## src/rtl/cpu_trap_ctrl_pkg.sv

```systemverilog
`default_nettype none
// +----------------------------------------------------------------------------+
// | cpu_trap_ctrl_pkg                                                          |
// | Shared constants for the trap sequencer: IRQ bit positions, mcause codes,  |
// | mtvec modes and the 2-bit exception code to mcause mapping.                |
// | Revision: 1.0                                                              |
// +----------------------------------------------------------------------------+
package cpu_trap_ctrl_pkg;

   localparam int unsigned c_irq_mei_bit = 11;
   localparam int unsigned c_irq_msi_bit = 3;
   localparam int unsigned c_irq_mti_bit = 7;

   localparam logic [1:0] c_mtvec_mode_direct   = 2'b00;
   localparam logic [1:0] c_mtvec_mode_vectored = 2'b01;

   localparam logic [4:0] c_mcause_instr_addr_misaligned = 5'd0;
   localparam logic [4:0] c_mcause_illegal               = 5'd2;
   localparam logic [4:0] c_mcause_breakpoint            = 5'd3;
   localparam logic [4:0] c_mcause_ecall                 = 5'd11;

   // Compact W-stage exception code carried down the pipeline.
   typedef enum logic [1:0] {
      EXCAUSE_INSTR_ADDR_MISALIGNED = 2'd0,
      EXCAUSE_ILLEGAL               = 2'd1,
      EXCAUSE_BREAKPOINT            = 2'd2,
      EXCAUSE_ECALL                 = 2'd3
   } excause_e;

   function automatic logic [31:0] excause_to_mcause(input logic [1:0] code);
      logic [4:0] c;
      case (code)
         EXCAUSE_INSTR_ADDR_MISALIGNED: c = c_mcause_instr_addr_misaligned;
         EXCAUSE_ILLEGAL:               c = c_mcause_illegal;
         EXCAUSE_BREAKPOINT:            c = c_mcause_breakpoint;
         default:                       c = c_mcause_ecall;
      endcase
      return {27'd0, c};
   endfunction

endpackage
`default_nettype wire

```

## src/rtl/cpu_trap_ctrl_irq_prio.sv

```systemverilog
`default_nettype none
// +----------------------------------------------------------------------------+
// | cpu_irq_prio                                                               |
// | Combinational priority encoder over pending&enabled IRQs: MEI > MSI > MTI. |
// | Revision: 1.0                                                              |
// +----------------------------------------------------------------------------+
module cpu_irq_prio
   import cpu_trap_ctrl_pkg::*;
(
   input  logic [31:0] pend_en,
   output logic        valid,
   output logic [4:0]  cause
);

   logic w_unused_pend;
   assign w_unused_pend = &{1'b0, pend_en};

   always_comb begin
      valid = 1'b0;
      cause = 5'd0;
      if (pend_en[c_irq_mei_bit]) begin
         valid = 1'b1;
         cause = 5'(c_irq_mei_bit);
      end else if (pend_en[c_irq_msi_bit]) begin
         valid = 1'b1;
         cause = 5'(c_irq_msi_bit);
      end else if (pend_en[c_irq_mti_bit]) begin
         valid = 1'b1;
         cause = 5'(c_irq_mti_bit);
      end
   end

endmodule
`default_nettype wire

```

## src/rtl/cpu_trap_ctrl.sv

```systemverilog
`default_nettype none
// +----------------------------------------------------------------------------+
// | cpu_trap_ctrl                                                              |
// | Trap sequencer between W stage and CSR file: arbitrates interrupts,        |
// | exceptions and mret, redirects fetch and holds flush while younger work    |
// | drains. Option macro CPU_TRAP_VECTORED_EN enables vectored interrupts.     |
// | Revision: 1.0                                                              |
// +----------------------------------------------------------------------------+
module cpu_trap_ctrl
   import cpu_trap_ctrl_pkg::*;
#(
   parameter int unsigned FLUSH_CYCLES = 3
)(
   input  logic        clk,
   input  logic        rst_n,
   input  logic        bubble_w,
   input  logic        exception_w,
   input  logic [1:0]  exception_cause_w,
   input  logic        mret_w,
   input  logic [31:0] pc_w,
   input  logic        irq_ext,
   input  logic        irq_sw,
   input  logic        irq_timer,
   input  logic        mstatus_mie,
   input  logic [31:0] mie,
   input  logic [31:0] mtvec,
   input  logic [31:0] mepc,
   output logic        kill_w,
   output logic        trap_enter,
   output logic        trap_mret,
   output logic [31:0] trap_cause,
   output logic [31:0] trap_epc,
   output logic        redirect_valid,
   output logic [31:0] redirect_pc,
   output logic        flush,
   output logic [31:0] irq_pending
);

   localparam int unsigned c_cnt_w = (FLUSH_CYCLES > 0) ? $clog2(FLUSH_CYCLES + 1) : 1;

   typedef enum logic [1:0] {
      S_RUN    = 2'd0,
      S_ENTER  = 2'd1,
      S_RETURN = 2'd2,
      S_FLUSH  = 2'd3
   } state_e;

   state_e             r_state;
   logic [c_cnt_w-1:0] r_flush_cnt;
   logic               r_trap_enter;
   logic               r_trap_mret;
   logic [31:0]        r_trap_cause;
   logic [31:0]        r_trap_epc;
   logic               r_redirect_valid;
   logic [31:0]        r_redirect_pc;
   logic               r_flush;
   logic [31:0]        r_irq_pending;

   logic [31:0] w_irq_pending_next;
   logic        w_irq_valid;
   logic [4:0]  w_irq_cause;
   logic        w_run;
   logic        w_irq_take;
   logic        w_exc_take;
   logic        w_mret_take;
   logic [31:0] w_base;
   logic [31:0] w_irq_target;

   always_comb begin
      w_irq_pending_next                = 32'd0;
      w_irq_pending_next[c_irq_mei_bit] = irq_ext;
      w_irq_pending_next[c_irq_mti_bit] = irq_timer;
      w_irq_pending_next[c_irq_msi_bit] = irq_sw;
   end

   cpu_irq_prio u_irq_prio (
      .pend_en (r_irq_pending & mie),
      .valid   (w_irq_valid),
      .cause   (w_irq_cause)
   );

   assign w_run       = (r_state == S_RUN);
   assign w_irq_take  = w_run & mstatus_mie & ~bubble_w & w_irq_valid;
   assign w_exc_take  = w_run & exception_w & ~bubble_w;
   assign w_mret_take = w_run & mret_w & ~bubble_w & ~exception_w;
   assign w_base      = {mtvec[31:2], 2'b00};

`ifdef CPU_TRAP_VECTORED_EN
   assign w_irq_target = (mtvec[1:0] == c_mtvec_mode_vectored)
                         ? w_base + {25'd0, w_irq_cause, 2'b00} : w_base;
`else
   logic w_unused_mode;
   assign w_unused_mode = &{1'b0, mtvec[1:0], c_mtvec_mode_vectored, c_mtvec_mode_direct};
   assign w_irq_target  = w_base;
`endif

   always_ff @(posedge clk) begin
      if (!rst_n) begin
         r_state          <= S_RUN;
         r_flush_cnt      <= '0;
         r_trap_enter     <= 1'b0;
         r_trap_mret      <= 1'b0;
         r_trap_cause     <= 32'd0;
         r_trap_epc       <= 32'd0;
         r_redirect_valid <= 1'b0;
         r_redirect_pc    <= 32'd0;
         r_flush          <= 1'b0;
         r_irq_pending    <= 32'd0;
      end else begin
         r_irq_pending    <= w_irq_pending_next;
         r_trap_enter     <= 1'b0;
         r_trap_mret      <= 1'b0;
         r_redirect_valid <= 1'b0;
         case (r_state)
            S_RUN: begin
               // Interrupt wins; any exception of the killed W instruction is dropped.
               if (w_irq_take) begin
                  r_state          <= S_ENTER;
                  r_trap_enter     <= 1'b1;
                  r_redirect_valid <= 1'b1;
                  r_flush          <= 1'b1;
                  r_trap_cause     <= {1'b1, 26'd0, w_irq_cause};
                  r_trap_epc       <= pc_w;
                  r_redirect_pc    <= w_irq_target;
               end else if (w_exc_take) begin
                  r_state          <= S_ENTER;
                  r_trap_enter     <= 1'b1;
                  r_redirect_valid <= 1'b1;
                  r_flush          <= 1'b1;
                  r_trap_cause     <= excause_to_mcause(exception_cause_w);
                  r_trap_epc       <= pc_w;
                  r_redirect_pc    <= w_base;
               end else if (w_mret_take) begin
                  r_state          <= S_RETURN;
                  r_trap_mret      <= 1'b1;
                  r_redirect_valid <= 1'b1;
                  r_flush          <= 1'b1;
                  r_redirect_pc    <= mepc;
               end
            end
            S_ENTER, S_RETURN: begin
               if (FLUSH_CYCLES > 0) begin
                  r_state     <= S_FLUSH;
                  r_flush_cnt <= c_cnt_w'(FLUSH_CYCLES);
               end else begin
                  r_state <= S_RUN;
                  r_flush <= 1'b0;
               end
            end
            S_FLUSH: begin
               if (r_flush_cnt <= c_cnt_w'(1)) begin
                  r_state     <= S_RUN;
                  r_flush     <= 1'b0;
                  r_flush_cnt <= '0;
               end else begin
                  r_flush_cnt <= r_flush_cnt - 1'b1;
               end
            end
            default: r_state <= S_RUN;
         endcase
      end
   end

   assign kill_w         = w_irq_take;
   assign trap_enter     = r_trap_enter;
   assign trap_mret      = r_trap_mret;
   assign trap_cause     = r_trap_cause;
   assign trap_epc       = r_trap_epc;
   assign redirect_valid = r_redirect_valid;
   assign redirect_pc    = r_redirect_pc;
   assign flush          = r_flush;
   assign irq_pending    = r_irq_pending;

endmodule
`default_nettype wire
```

## config.mk

```make
export PLATFORM = sky130hd
export DESIGN_NAME = cpu_trap_ctrl
export DESIGN_NICKNAME = d
export VERILOG_FILES = /design/src/rtl/cpu_trap_ctrl_pkg.sv /design/src/rtl/cpu_trap_ctrl_irq_prio.sv /design/src/rtl/cpu_trap_ctrl.sv
export SDC_FILE = /design/constraint.sdc
export NUM_CORES = 1
export LEC_CHECK = 0
export CAP_MARGIN = 20
export CORE_MARGIN = 8
export CORE_UTILIZATION = 38
export CTS_CLUSTER_DIAMETER = 80
export DETAILED_ROUTE_END_ITERATION = 10
export MAX_ROUTING_LAYER = met4
export PLACE_DENSITY = 0.87
export SLEW_MARGIN = 10
export SYNTH_ARGS = -nofsm -noshare
export SYNTH_HDL_FRONTEND = slang
export SYNTH_SLANG_ARGS = --single-unit
```

## constraint.sdc

```tcl
create_clock -name clk -period 3.17 [get_ports clk]
set_input_delay 0.7925 -clock clk [delete_from_list [all_inputs] [get_ports clk]]
set_output_delay 0.7925 -clock clk [all_outputs]
set_load 0.02 [all_outputs]
```

==> results.json <==
{
  "synthFlopType": "dfxtp_1",
  "cts_buffers": 9,
  "period_minus_slack_ns": 3.06,
  "power_density_nw_per_um2": 683,
  "cts_buffer_depth": 2,
  "finalSetupViolations": 0,
  "rows": 36,
  "routedWlPerCell_um": 15.5,
  "die_area_sq_um": 13500,
  "synth_top_area_share": 0.421,
  "port-buffer-count": 184,
  "multiInputGateArea_sq_um": 1720,
  "vias": 3555,
  "grt_max_degree": 52,
  "ir_drop_mv": 0.293,
  "fmax_ghz": 0.327,
  "die_x_um": 116,
  "fill_cells": 829,
  "slew_violations": 0,
  "drt-initial-drc-count": 191,
  "antenna_cells": 0,
  "yosysTopAreaCell": "dfxtp_1",
  "pin_count": 272,
  "core_sq_um": 9730,
  "cap_violations": 0,
  "path_clk_slew_ns": 0.08,
  "outcome": "complete, no violations",
  "dpl.hpwl_um": 9150,
  "die_y_um": 116,
  "cts_hold_buffers": 0,
  "syn_to_final_growth_pct": 51.1,
  "hold_viol": 0,
  "htree_levels": 3,
  "cp.required_ns": 2.38,
  "min_period_over_period": 0.966,
  "critPathKind": "in -> out",
  "crit_path_end_kind": "output port",
  "grt_pass1_wl_um": 17900,
  "synth_top_cells_by_area": "dfxtp_1 (42%), buf_4 (11%), nand2_1 (10%)",
  "grt_pass1_vias": 3612,
  "final_nets": 773,
  "ys_seq_area_frac": 0.421,
  "skew_ns": 0.00508,
  "drc": 0,
  "clkSinkCount": 80,
  "cts_root_buf": "clkbuf_8",
  "yosysMostFrequentCell": "nand2_1",
  "placed_cell_area_sq_um": 5550,
  "hold_path.class": "reg -> reg",
  "tns_ns": 0,
  "vias_per_cell": 4.63,
  "synth_seq_cells": 80,
  "first_pass_iters": 4,
  "cts_setup_buffers": 0,
  "synth_area_per_cell_sq_um": 8.38,
  "insertion_delay_ns": 0.34,
  "synth.cell_area_sq_um": 3810,
  "syn-instance-count": 454,
  "ys_warn_count": 0,
  "async_flop_share": 0,
  "postCtsResizedCells": 0,
  "cp_max_fo": 2,
  "arrival_ns": 2.27,
  "fin_area_sq_um": 5750,
  "final_antenna_net_count": 0,
  "drt-total-wl_um": 11900,
  "gr-usage-all-layers": 0.172,
  "rsz0062_at_grt": "false",
  "drive_above_1_share": 0.0488,
  "synthDistinctLibCells": 39,
  "finalPower_mw": 3.93,
  "fin_hold_ws_ns": 0.453,
  "worstMarginPinSlew_ns": 0.516,
  "antenna_found_initial": 0,
  "fin_ws_ns": 0.109,
  "grt_overflow_total": 0,
  "start_util": 0.391,
  "cts_tree": "yes",
  "p_leak_nw": 2.37,
  "seq_area_sq_um": 1600,
  "synth_commonest_cells": "nand2_1 (105), dfxtp_1 (80), buf_4 (56)",
  "dp_slack_ns": 0.0996,
  "relSlewSlack": 0.656,
  "crit_path_start_kind": "primary input",
  "gp_congestion": 0.864,
  "synth_edf_count": 0
}
[layer usage]
layer | share of wire | global-route usage | up-vias
met4 | 0.0086 | 0.0501 | 0
met2 | 0.48 | 0.288 | 180
met5 | 0 | - | -
li1 | - | - | 1743
met1 | 0.40 | 0.187 | 1626
met3 | 0.11 | 0.0651 | 6
[placed cells by master (no fill, tap or decap), drive strengths merged, types with 2 or more instances in the layout]
cell type      Yosys  layout
clkdlybuf4s50      0     183
nand3b             3       3
bufinv             0       2
a221oi            31      31
buf               66      11
o211ai             2       2
inv               35      35
a32o               2       2
nor2              37      37
mux2i             33      33
and2               5       5
clkbuf            17      11
clkinv             0       2
dfxtp             80      80
o21ai              7       7
a21oi              6       6
ha                 3       3
a211oi             3       3
conb               1      56
nand2            105     105
[critical path, stage by stage]
cell and delay (ns):
clkdlybuf4s50_1 0.43, a222oi_1 0.39, nor2_1 0.11, clkdlybuf4s50_1 0.55
[through the flow]
stage / cells / utilization
final: 768 / 0.591
after global routing: 768 / 0.591
after CTS: 768 / 0.591
after detailed placement: 753 / 0.570
after global placement: 753 / 0.570
after floorplan: 509 / -
[layout make-up]
type	count	share of cell area
clock buffer	11	0.0229
clock inverter	4	0.0122
inverter	35	0.0229
multi-input combinational	311	0.299
sequential	80	0.279
tap	133	0.0289
timing repair buffer	194	0.335
[registers in the layout, summed over array words and instances (netlist names)]
name            cells
r_state             2
trap_enter          1
trap_epc           32
redirect_valid      1
irq_pending         3
trap_cause          5
flush               1
redirect_pc        32
r_flush_cnt         2
trap_mret           1
[where the power goes]
part | total, mW | switching [mW] | internal [mW]
Clock | 0.793 | 0.355 | 0.438
Combinational | 1.73 | 0.929 | 0.806
Sequential | 1.40 | 0.139 | 1.26
Total | 3.93 | 1.42 | 2.51
[cells by family after synthesis]
family | share of synthesized area
AND/OR/NAND/NOR | 0.166
buffers and inverters | 0.181
flip-flops | 0.421
AO/OA/AOI/OAI | 0.131
multiplexers | 0.0897
adder cells (fa/ha/maj) | 0.00986
other | 0.000985
[worst paths after layout]
kind,from,endpoint,cells past startpoint,slack (ns)
min reg2reg,trap_cause[31]$_SDFFE_PN0P_,trap_cause[31]$_SDFFE_PN0P_,2,0.45
max,mie[3],kill_w,4,0.11
min,trap_cause[31]$_SDFFE_PN0P_,trap_cause[31]$_SDFFE_PN0P_,2,0.45
max reg2reg,r_state[0]$_SDFFE_PN0P_,trap_epc[23]$_SDFFE_PN0P_,8,0.88
Power figures use the tool's default switching activity.
